**src/rtl/chess_pkg.sv**
```systemverilog
// chess_pkg
//   Shared definitions for the board sprite path: piece codes held in the
//   board RAM, the colour bit position, sprite geometry, and the base
//   address of each sprite inside the stacked sprite ROM.
//   No ports; imported by beam_square_tracker and board_sprite_sequencer.
package chess_pkg;

    // Low three bits of a board RAM word; codes 0 and 7 both mean empty.
    typedef enum logic [2:0] {
        EMPTY  = 3'd0,
        PAWN   = 3'd1,
        KNIGHT = 3'd2,
        BISHOP = 3'd3,
        ROOK   = 3'd4,
        QUEEN  = 3'd5,
        KING   = 3'd6
    } piece_e;

    // Vertical tracker states.
    typedef enum logic {
        Y_OFF = 1'b0,
        Y_ON  = 1'b1
    } y_state_e;

    localparam int COLOUR_BIT   = 3;
    localparam int SQ_PIX       = 55;
    localparam int SPRITE_WORDS = SQ_PIX * SQ_PIX;

    // Start of a sprite in the ROM. 'words' is always an elaboration
    // constant, so every case arm folds to a fixed value and the result is
    // a small constant table selected by the piece type.
    function automatic int unsigned sprite_base(input logic [2:0] kind,
                                                input int unsigned words);
        case (kind)
            PAWN:    return 0;
            KNIGHT:  return words;
            BISHOP:  return 2 * words;
            ROOK:    return 3 * words;
            QUEEN:   return 4 * words;
            KING:    return 5 * words;
            default: return 0;
        endcase
    endfunction

endpackage

```
**src/rtl/beam_square_tracker.sv**
```systemverilog
// beam_square_tracker
//   Follows the VGA beam with incremental counters and reports which board
//   square (row, col) the current pixel falls in, the pixel's column offset
//   inside that square, and the row offset pre-scaled by SQ (y_base).
//   Ports:
//     vga_clk, reset      pixel clock, async active-high reset
//     DrawX, DrawY        beam position for the current cycle
//     on_board            current pixel lies inside the 8x8 board
//     row, col            square coordinates of the current pixel
//     x_off               column offset inside the square (0..SQ-1)
//     y_base              row offset inside the square times SQ
module beam_square_tracker
    import chess_pkg::*;
#(
    parameter int BOARD_X0 = 100,
    parameter int BOARD_Y0 = 20,
    parameter int SQ       = SQ_PIX,
    parameter int ROM_AW   = 15
) (
    input  logic              vga_clk,
    input  logic              reset,
    input  logic [9:0]        DrawX,
    input  logic [9:0]        DrawY,
    output logic              on_board,
    output logic [2:0]        row,
    output logic [2:0]        col,
    output logic [5:0]        x_off,
    output logic [ROM_AW-1:0] y_base
);

    localparam logic [5:0] LAST_OFF = 6'(SQ - 1);

    logic [2:0]        col_q, col_d;
    logic [5:0]        x_off_q, x_off_d;
    logic              in_x_q, in_x_d;

    y_state_e          y_state, y_next;
    logic [2:0]        row_q, row_d;
    logic [5:0]        y_off_q, y_off_d;
    logic [ROM_AW-1:0] y_base_q, y_base_d;

    // The registers hold the previous pixel's position; the comb values are
    // the current pixel's, so the square is known in the same cycle DrawX is.
    always_comb begin
        col_d   = col_q;
        x_off_d = x_off_q;
        in_x_d  = 1'b0;
        if (DrawX == 10'(BOARD_X0)) begin
            col_d   = 3'd0;
            x_off_d = 6'd0;
            in_x_d  = 1'b1;
        end else if (in_x_q) begin
            in_x_d = 1'b1;
            if (x_off_q == LAST_OFF) begin
                x_off_d = 6'd0;
                col_d   = col_q + 3'd1;
                if (col_q == 3'd7) begin
                    in_x_d = 1'b0;
                end
            end else begin
                x_off_d = x_off_q + 6'd1;
            end
        end
    end

    always_ff @(posedge vga_clk or posedge reset) begin
        if (reset) begin
            col_q   <= 3'd0;
            x_off_q <= 6'd0;
            in_x_q  <= 1'b0;
        end else begin
            col_q   <= col_d;
            x_off_q <= x_off_d;
            in_x_q  <= in_x_d;
        end
    end

    // Line tracker: advances once per line at DrawX==0, long before the
    // board's first column, so its registered values serve the whole line.
    // The first board row resyncs unconditionally, which also keeps a
    // partially seen frame after reset from being drawn.
    always_comb begin
        y_next   = y_state;
        row_d    = row_q;
        y_off_d  = y_off_q;
        y_base_d = y_base_q;
        if (DrawX == 10'd0) begin
            if (DrawY == 10'(BOARD_Y0)) begin
                y_next   = Y_ON;
                row_d    = 3'd0;
                y_off_d  = 6'd0;
                y_base_d = '0;
            end else if (y_state == Y_ON) begin
                if (y_off_q == LAST_OFF) begin
                    y_off_d  = 6'd0;
                    y_base_d = '0;
                    row_d    = row_q + 3'd1;
                    if (row_q == 3'd7) begin
                        y_next = Y_OFF;
                    end
                end else begin
                    y_off_d  = y_off_q + 6'd1;
                    y_base_d = y_base_q + ROM_AW'(SQ);
                end
            end
        end
    end

    always_ff @(posedge vga_clk or posedge reset) begin
        if (reset) begin
            y_state  <= Y_OFF;
            row_q    <= 3'd0;
            y_off_q  <= 6'd0;
            y_base_q <= '0;
        end else begin
            y_state  <= y_next;
            row_q    <= row_d;
            y_off_q  <= y_off_d;
            y_base_q <= y_base_d;
        end
    end

    assign on_board = in_x_d && (y_state == Y_ON);
    assign row      = row_q;
    assign col      = col_d;
    assign x_off    = x_off_d;
    assign y_base   = y_base_q;

endmodule

```
**src/rtl/board_sprite_sequencer.sv**
```systemverilog
// board_sprite_sequencer
//   Drives the board-state RAM and the shared sprite ROM so every board
//   square shows its piece, and hands the colour mapper a palette index
//   plus square attributes, 4 cycles after the pixel's DrawX/DrawY.
//   Ports:
//     vga_clk, reset                 pixel clock, async active-high reset
//     DrawX, DrawY, blank            beam position and active-video flag
//     sel_sq, sel_valid              selected square, latched per frame
//     board_rd_addr / board_rd_data  board RAM read port (1-cycle latency)
//     rom_addr / rom_q               sprite ROM (read on the negedge)
//     pix_*                          pixel outputs for the colour mapper
module board_sprite_sequencer
    import chess_pkg::*;
#(
    parameter int BOARD_X0 = 100,
    parameter int BOARD_Y0 = 20,
    parameter int SQ       = SQ_PIX,
    parameter int ROM_AW   = 15
) (
    input  logic              vga_clk,
    input  logic              reset,
    input  logic [9:0]        DrawX,
    input  logic [9:0]        DrawY,
    input  logic              blank,
    input  logic [5:0]        sel_sq,
    input  logic              sel_valid,
    output logic [5:0]        board_rd_addr,
    input  logic [3:0]        board_rd_data,
    output logic [ROM_AW-1:0] rom_addr,
    input  logic [1:0]        rom_q,
    output logic [1:0]        pix_idx,
    output logic              pix_is_piece,
    output logic              pix_black,
    output logic              pix_dark,
    output logic              pix_on_board,
    output logic              pix_highlight,
    output logic              pix_blank
);

    localparam int unsigned SQ_WORDS = SQ * SQ;

    logic              trk_on_board;
    logic [2:0]        trk_row, trk_col;
    logic [5:0]        trk_x_off;
    logic [ROM_AW-1:0] trk_y_base;

    logic [5:0]        sel_q;
    logic              sel_v_q;

    logic              s1_on, s1_dark, s1_hl, s1_blank;
    logic [5:0]        s1_x_off;
    logic [ROM_AW-1:0] s1_y_base;

    logic              s2_on, s2_dark, s2_hl, s2_blank;
    logic [5:0]        s2_x_off;
    logic [ROM_AW-1:0] s2_y_base;

    logic              s3_valid, s3_black, s3_on, s3_dark, s3_hl, s3_blank;

    logic [2:0]        kind;
    logic              piece_ok;
    logic [ROM_AW-1:0] rom_next;

    beam_square_tracker #(
        .BOARD_X0 (BOARD_X0),
        .BOARD_Y0 (BOARD_Y0),
        .SQ       (SQ),
        .ROM_AW   (ROM_AW)
    ) u_tracker (
        .vga_clk  (vga_clk),
        .reset    (reset),
        .DrawX    (DrawX),
        .DrawY    (DrawY),
        .on_board (trk_on_board),
        .row      (trk_row),
        .col      (trk_col),
        .x_off    (trk_x_off),
        .y_base   (trk_y_base)
    );

    // Selection only changes at the top-left of the frame, so a selection
    // made mid-frame never splits one highlight across two squares.
    always_ff @(posedge vga_clk or posedge reset) begin
        if (reset) begin
            sel_q   <= 6'd0;
            sel_v_q <= 1'b0;
        end else if (DrawX == 10'd0 && DrawY == 10'd0) begin
            sel_q   <= sel_sq;
            sel_v_q <= sel_valid;
        end
    end

    // Stages 1 and 2: issue the board RAM read, then carry the square
    // attributes alongside while the RAM answers.
    always_ff @(posedge vga_clk or posedge reset) begin
        if (reset) begin
            board_rd_addr <= 6'd0;
            s1_on         <= 1'b0;
            s1_dark       <= 1'b0;
            s1_hl         <= 1'b0;
            s1_blank      <= 1'b0;
            s1_x_off      <= 6'd0;
            s1_y_base     <= '0;
            s2_on         <= 1'b0;
            s2_dark       <= 1'b0;
            s2_hl         <= 1'b0;
            s2_blank      <= 1'b0;
            s2_x_off      <= 6'd0;
            s2_y_base     <= '0;
        end else begin
            board_rd_addr <= {trk_row, trk_col};
            s1_on         <= trk_on_board;
            s1_dark       <= trk_row[0] ^ trk_col[0];
            s1_hl         <= sel_v_q && ({trk_row, trk_col} == sel_q);
            s1_blank      <= blank;
            s1_x_off      <= trk_x_off;
            s1_y_base     <= trk_y_base;
            s2_on         <= s1_on;
            s2_dark       <= s1_dark;
            s2_hl         <= s1_hl;
            s2_blank      <= s1_blank;
            s2_x_off      <= s1_x_off;
            s2_y_base     <= s1_y_base;
        end
    end

    // Stage 3 address: sprite base from the constant table plus the offsets
    // already tracked by the counters. Empty or off-board pixels park the
    // ROM at address 0 and mark the pixel as carrying no piece.
    always_comb begin
        kind     = board_rd_data[2:0];
        piece_ok = s2_on && (kind != EMPTY) && (kind != 3'd7);
        rom_next = '0;
        if (piece_ok) begin
            rom_next = ROM_AW'(sprite_base(kind, SQ_WORDS)) + s2_y_base
                       + {{(ROM_AW-6){1'b0}}, s2_x_off};
        end
    end

    always_ff @(posedge vga_clk or posedge reset) begin
        if (reset) begin
            rom_addr <= '0;
            s3_valid <= 1'b0;
            s3_black <= 1'b0;
            s3_on    <= 1'b0;
            s3_dark  <= 1'b0;
            s3_hl    <= 1'b0;
            s3_blank <= 1'b0;
        end else begin
            rom_addr <= rom_next;
            s3_valid <= piece_ok;
            s3_black <= board_rd_data[COLOUR_BIT];
            s3_on    <= s2_on;
            s3_dark  <= s2_dark;
            s3_hl    <= s2_hl;
            s3_blank <= s2_blank;
        end
    end

    // Stage 4: rom_q is only trusted when stage 3 issued a real sprite
    // address, so ROM contents left over from before a reset never leak out.
    always_ff @(posedge vga_clk or posedge reset) begin
        if (reset) begin
            pix_idx       <= 2'd0;
            pix_is_piece  <= 1'b0;
            pix_black     <= 1'b0;
            pix_dark      <= 1'b0;
            pix_on_board  <= 1'b0;
            pix_highlight <= 1'b0;
            pix_blank     <= 1'b0;
        end else begin
            pix_idx       <= s3_valid ? rom_q : 2'd0;
            pix_is_piece  <= s3_valid && (rom_q != 2'd0);
            pix_black     <= s3_valid && s3_black;
            pix_dark      <= s3_on && s3_dark;
            pix_on_board  <= s3_on;
            pix_highlight <= s3_on && s3_hl;
            pix_blank     <= s3_blank;
        end
    end

endmodule

```
**config.mk**
```make
export PLATFORM = sky130hd
export DESIGN_NAME = board_sprite_sequencer
export DESIGN_NICKNAME = d
export VERILOG_FILES = /design/src/rtl/chess_pkg.sv /design/src/rtl/beam_square_tracker.sv /design/src/rtl/board_sprite_sequencer.sv
export SDC_FILE = /design/constraint.sdc
export NUM_CORES = 1
export LEC_CHECK = 0
export BUFFER_PORTS_ARGS = -buffer_cell sky130_fd_sc_hd__buf_4
export CORE_ASPECT_RATIO = 1.5
export CORE_MARGIN = 5
export CORE_UTILIZATION = 25
export DETAILED_ROUTE_END_ITERATION = 10
export HOLD_SLACK_MARGIN = 0.12
export PLACE_DENSITY = 0.52
export RECOVER_POWER = 100
export SLEW_MARGIN = 20
export SYNTH_ARGS = -nofsm -noshare
export SYNTH_HDL_FRONTEND = slang
export SYNTH_SLANG_ARGS = --single-unit
```
**constraint.sdc**
```tcl
create_clock -name vga_clk -period 4.4 [get_ports vga_clk]
set_clock_uncertainty 0.2 [all_clocks]
set_input_delay 0.66 -clock vga_clk [delete_from_list [all_inputs] [get_ports vga_clk]]
set_output_delay 0.66 -clock vga_clk [all_outputs]
set_load 0.05 [all_outputs]
```
==> results <==
- The highest net fanout along the worst path is 10.
- For the pin with the worst max-slew slack, the measured transition is 2.67 ns.
- The placer's final routability congestion estimate is 0.885.
- Summed over all failing endpoints, the final setup total negative slack is 0 ns.
- The final-layout worst hold slack is 0.144 ns.
- Synthesis instantiated 54 different standard cells from the library.
- Of the cells placed in the final design, the portion with a size suffix greater than 1 is 13.8%.
- The initial antenna violation count was 0.
- The number of resized instances in the post-cts repair step is 0.
- The Yosys step of the flow raised 0 warnings.
- The worst-case IR drop observed on VDD is 0.267 mV.
- The relative contribution of the clock network to total power is 41.9%.
- Before antenna repair, the detailed router went through 6 iterations.
- The cell count after synthesis came out at 507.
- The sum of overflow across all layers after global routing is 0.
- After detailed routing, the average wire length per cell comes to 14.1 um.
- Clock-pin slew was measured on the worst setup and hold paths at 0.05 ns.
- The clock drives 118 sinks.
- The root buffer cell is sky130_fd_sc_hd__clkbuf_16.
- No sink is reached through more buffers than the 2 on the longest clock path.
- The classification of the worst setup path is in -> reg.
- The post-synthesis net count is 580.
- For this design, the CTS-stage hold fixing added 0 buffers.
- The count of buffers added on input and output ports is 64.
- The smallest clock period supported by the final layout is computed as 3.32 ns.
- The post-CTS repair timing setup buffer count is 0.
- Clock latency on the worst-skew pair, taken at its later pin, is 0.41 ns.
- The cell area after technology mapping is 5490 um2.
- The primary flip-flop cell chosen by synthesis mapping is sky130_fd_sc_hd__dfrtp_1.
- The area growth from synthesis to layout is 22.4%.
- In the synthesized netlist the async set-or-reset flop fraction comes to 100%.
- After the last flow step, the layout net total stands at 653.
- The routed design has 12200 um of wire.
- TritonCTS built the clock tree.
- The number of global-route vias before repair came to 4222.
- The finished layout holds 865 standard cells, fillers aside.
- The flow ran to the end, but the final reports show violations.
- The repair_antennas step left the layout with diodes totalling 0.
- The first global-routing pass estimated 20400 um of wire.
- STA puts the critical path data required time at 4.53 ns.
- The total power per unit cell area is 460 nW/um2.
- The H-tree was split into 4 levels.
- Max-cap violations in this run came to 1.
- The final hold violation count came to 0.
- The path category of the worst min-delay check is reg -> reg.
- Setup repair after global routing left no endpoint under its margin.
- For this run, the top clock speed supported by timing is 301 MHz.
- The switching component of the power is 913 uW.
- The worst pin sits at a relative slew slack of -77.8%.
- Global routing used 2.40% of the available met3 tracks.
- The cell-internal power is 2170 uW.
- For the worst setup path, the data arrival time is 3.45 ns.
- The mean cell area of the mapped netlist is 10.8 um2.
- The met1 routing resource usage after global routing is 11.0%.
- Setup violations remaining at the end of the flow were counted as 0.
- After synthesis the netlist holds a flip-flop and latch count of 118.
- The die boundary height is 191 um.
- Global routing used 18.3% of the available met2 tracks.
- The leakage power of the design is 0.00303 uW.
- Once detailed placement completed, the half-perimeter wirelength came to 8830 um.
- Combinational logic is responsible for 17.4% of the overall power.
- Yosys mapped a number of flops with a built-in enable equal to 0.
- For this configuration, the core starts out at a cell density of 25.4%.
- The area inside the core boundary is 21600 um2.
- The commonest cells after synthesis are sky130_fd_sc_hd__dfrtp_1 (118), sky130_fd_sc_hd__nand2_1 (43), sky130_fd_sc_hd__o21ai_0 (32).
- Using the TritonRoute via totals, the vias-per-cell ratio works out to 4.70.
- The total routing resource utilization after global routing is 10.3%.
- The number of cells on the worst reg-to-reg path is 5.
- The number of clock buffers added by TritonCTS is 17.
- The number of cells on the worst hold path is 0.
- The sort of element at the end of the critical path is a register.
- The biggest area consumer among synthesized cells is sky130_fd_sc_hd__dfrtp_1.
- Entering global routing, the biggest net connects 70 pins.
- The floorplan step set the die width to 131 um.
- The number of top-level pins is 65.
- The final reports fail on max-capacitance violations, max-slew violations.
- Net switching is 29.6% of the power.
- STA classifies the critical path startpoint as an input pin.
- The most used standard cell by instance count after synthesis is sky130_fd_sc_hd__dfrtp_1.
- After synthesis, the cell types taking the most area are sky130_fd_sc_hd__dfrtp_1 (54%), sky130_fd_sc_hd__ha_1 (7.1%), sky130_fd_sc_hd__nand2_1 (2.9%), sky130_fd_sc_hd__o21ai_0 (2.9%), sky130_fd_sc_hd__a21oi_1 (2.2%).
- The global-route layer with the greatest usage is met2.
- The number of pins exceeding their max-slew limit in the final report is 69.
- The number of violations reported at the end of detailed-routing iteration 0 is 256.
- Sequential cells were found to cover 53.8% of the synthesized design area.
- Once detail routing completed, the nets flagged for antenna violations numbered 0.
- After detailed routing, the number of remaining DRC violations is 0.
- The share of total power dissipated in sequential elements is 40.7%.
- The cell row count is 66.
- The worst path meets setup with 1.08 ns of slack.
- The post-route clock period utilization is 75.4%.
- Once placement completed, the tool counted placed cells totaling 833.
- The share of synthesized area in the top cell type comes to 53.8%.
- The die area is 25100 um2.
- Detailed routing inserted a total of 4067 vias.
- The worst setup slack after placement is 0.770 ns.
-- power by group through the flow --
stage	clock network [uW]	logic [uW]	registers [uW]
2_1_floorplan	0	349	1300
3_3_place_gp	0	533	1270
3_5_place_dp	0	554	1280
4_1_cts	1330	559	1260
5_1_grt	1380	608	1270
6_report	1290	536	1260
-- layout by cell type (no fill, tap or decap), drive strengths merged, types with 24 or more instances in the layout --
cell type / netlist / layout
nand3: 24 / 24
ha: 31 / 31
dfrtp: 118 / 118
nor2: 29 / 29
clkbuf: 9 / 54
inv: 31 / 34
a21oi: 24 / 24
o21ai: 33 / 33
nand2: 43 / 43
buf: 5 / 32
-- sequential cells by signal (all words and copies together) (netlist names), 2 cells and up --
register / count
board_rd_addr: 4
pix_idx: 2
rom_addr: 15
s1_y_base: 15
s2_x_off: 6
s2_y_base: 15
sel_q: 6
u_tracker.col_q: 2
u_tracker.row: 3
u_tracker.x_off_q: 6
u_tracker.y_base: 15
u_tracker.y_off_q: 6
-- cells by family (layout without fill, tap and decap cells) --
family,count (synthesis),count (layout),share of synthesized area (%)
mux,17,17,3.24
compound gates,100,100,11.6
simple gates,181,181,17.4
buf+inv,45,131,3.21
flops,118,118,53.8
fa+ha+maj,37,37,9.26
xor+xnor,9,9,1.44
-- per-stage QoR --
step                      instance area (um2)  util (%)  total power [uW]
after detailed placement                 6290      29.1              1830
after floorplan                          5490         -              1650
after global placement                   6290      29.1              1810
after CTS                                6860      31.7              3150
final                                    6720      31.0              3090
after global routing                     6720      31.0              3260
-- critical path, cell delays in order --
cell                       delay [ns]
sky130_fd_sc_hd__clkbuf_1        0.29
sky130_fd_sc_hd__nand2_1         0.09
sky130_fd_sc_hd__o21a_1          0.15
sky130_fd_sc_hd__fa_1            0.48
sky130_fd_sc_hd__inv_1           0.04
sky130_fd_sc_hd__ha_1            0.22
sky130_fd_sc_hd__inv_1           0.08
sky130_fd_sc_hd__fa_1            0.19
sky130_fd_sc_hd__nor2b_1         0.07
sky130_fd_sc_hd__o31a_1          0.28
sky130_fd_sc_hd__o211a_1         0.29
sky130_fd_sc_hd__o41ai_1         0.36
sky130_fd_sc_hd__mux2i_1         0.22
-- area by class of cell --
| cell class | count | area [um2] |
|---|---|---|
| clock inverter | 14 | 125 |
| inverter | 31 | 116 |
| clock buffer | 18 | 439 |
| multi-input combinational | 344 | 2340 |
| sequential | 118 | 2950 |
| fill | 2208 | 14900 |
| tap | 272 | 340 |
| timing repair buffer | 68 | 403 |
-- per-layer routing --
layer	vias to the layer above	part of all wire, %	routed length [um]
met5	-	0	0
met4	0	3.3	403
met3	29	3.7	458
met2	112	54	6580
met1	1974	39	4770
li1	1952	-	-
-- worst paths after layout --
| path | from | endpoint | slack (ns) |
|---|---|---|---|
| min in group asynchronous | reset | rom_addr[10] | 0.99 |
| worst min-delay path | s2_hl | s3_hl | 0.14 |
| worst min register to register | s2_hl | s3_hl | 0.14 |
| max in group asynchronous | reset | s3_blank | 1.45 |
| worst max-delay path | board_rd_data[2] | rom_addr[11] | 1.08 |
| worst max register to register | u_tracker.y_state | u_tracker.y_base[3] | 1.14 |
Note: power is estimated with default switching activity, not from simulation.
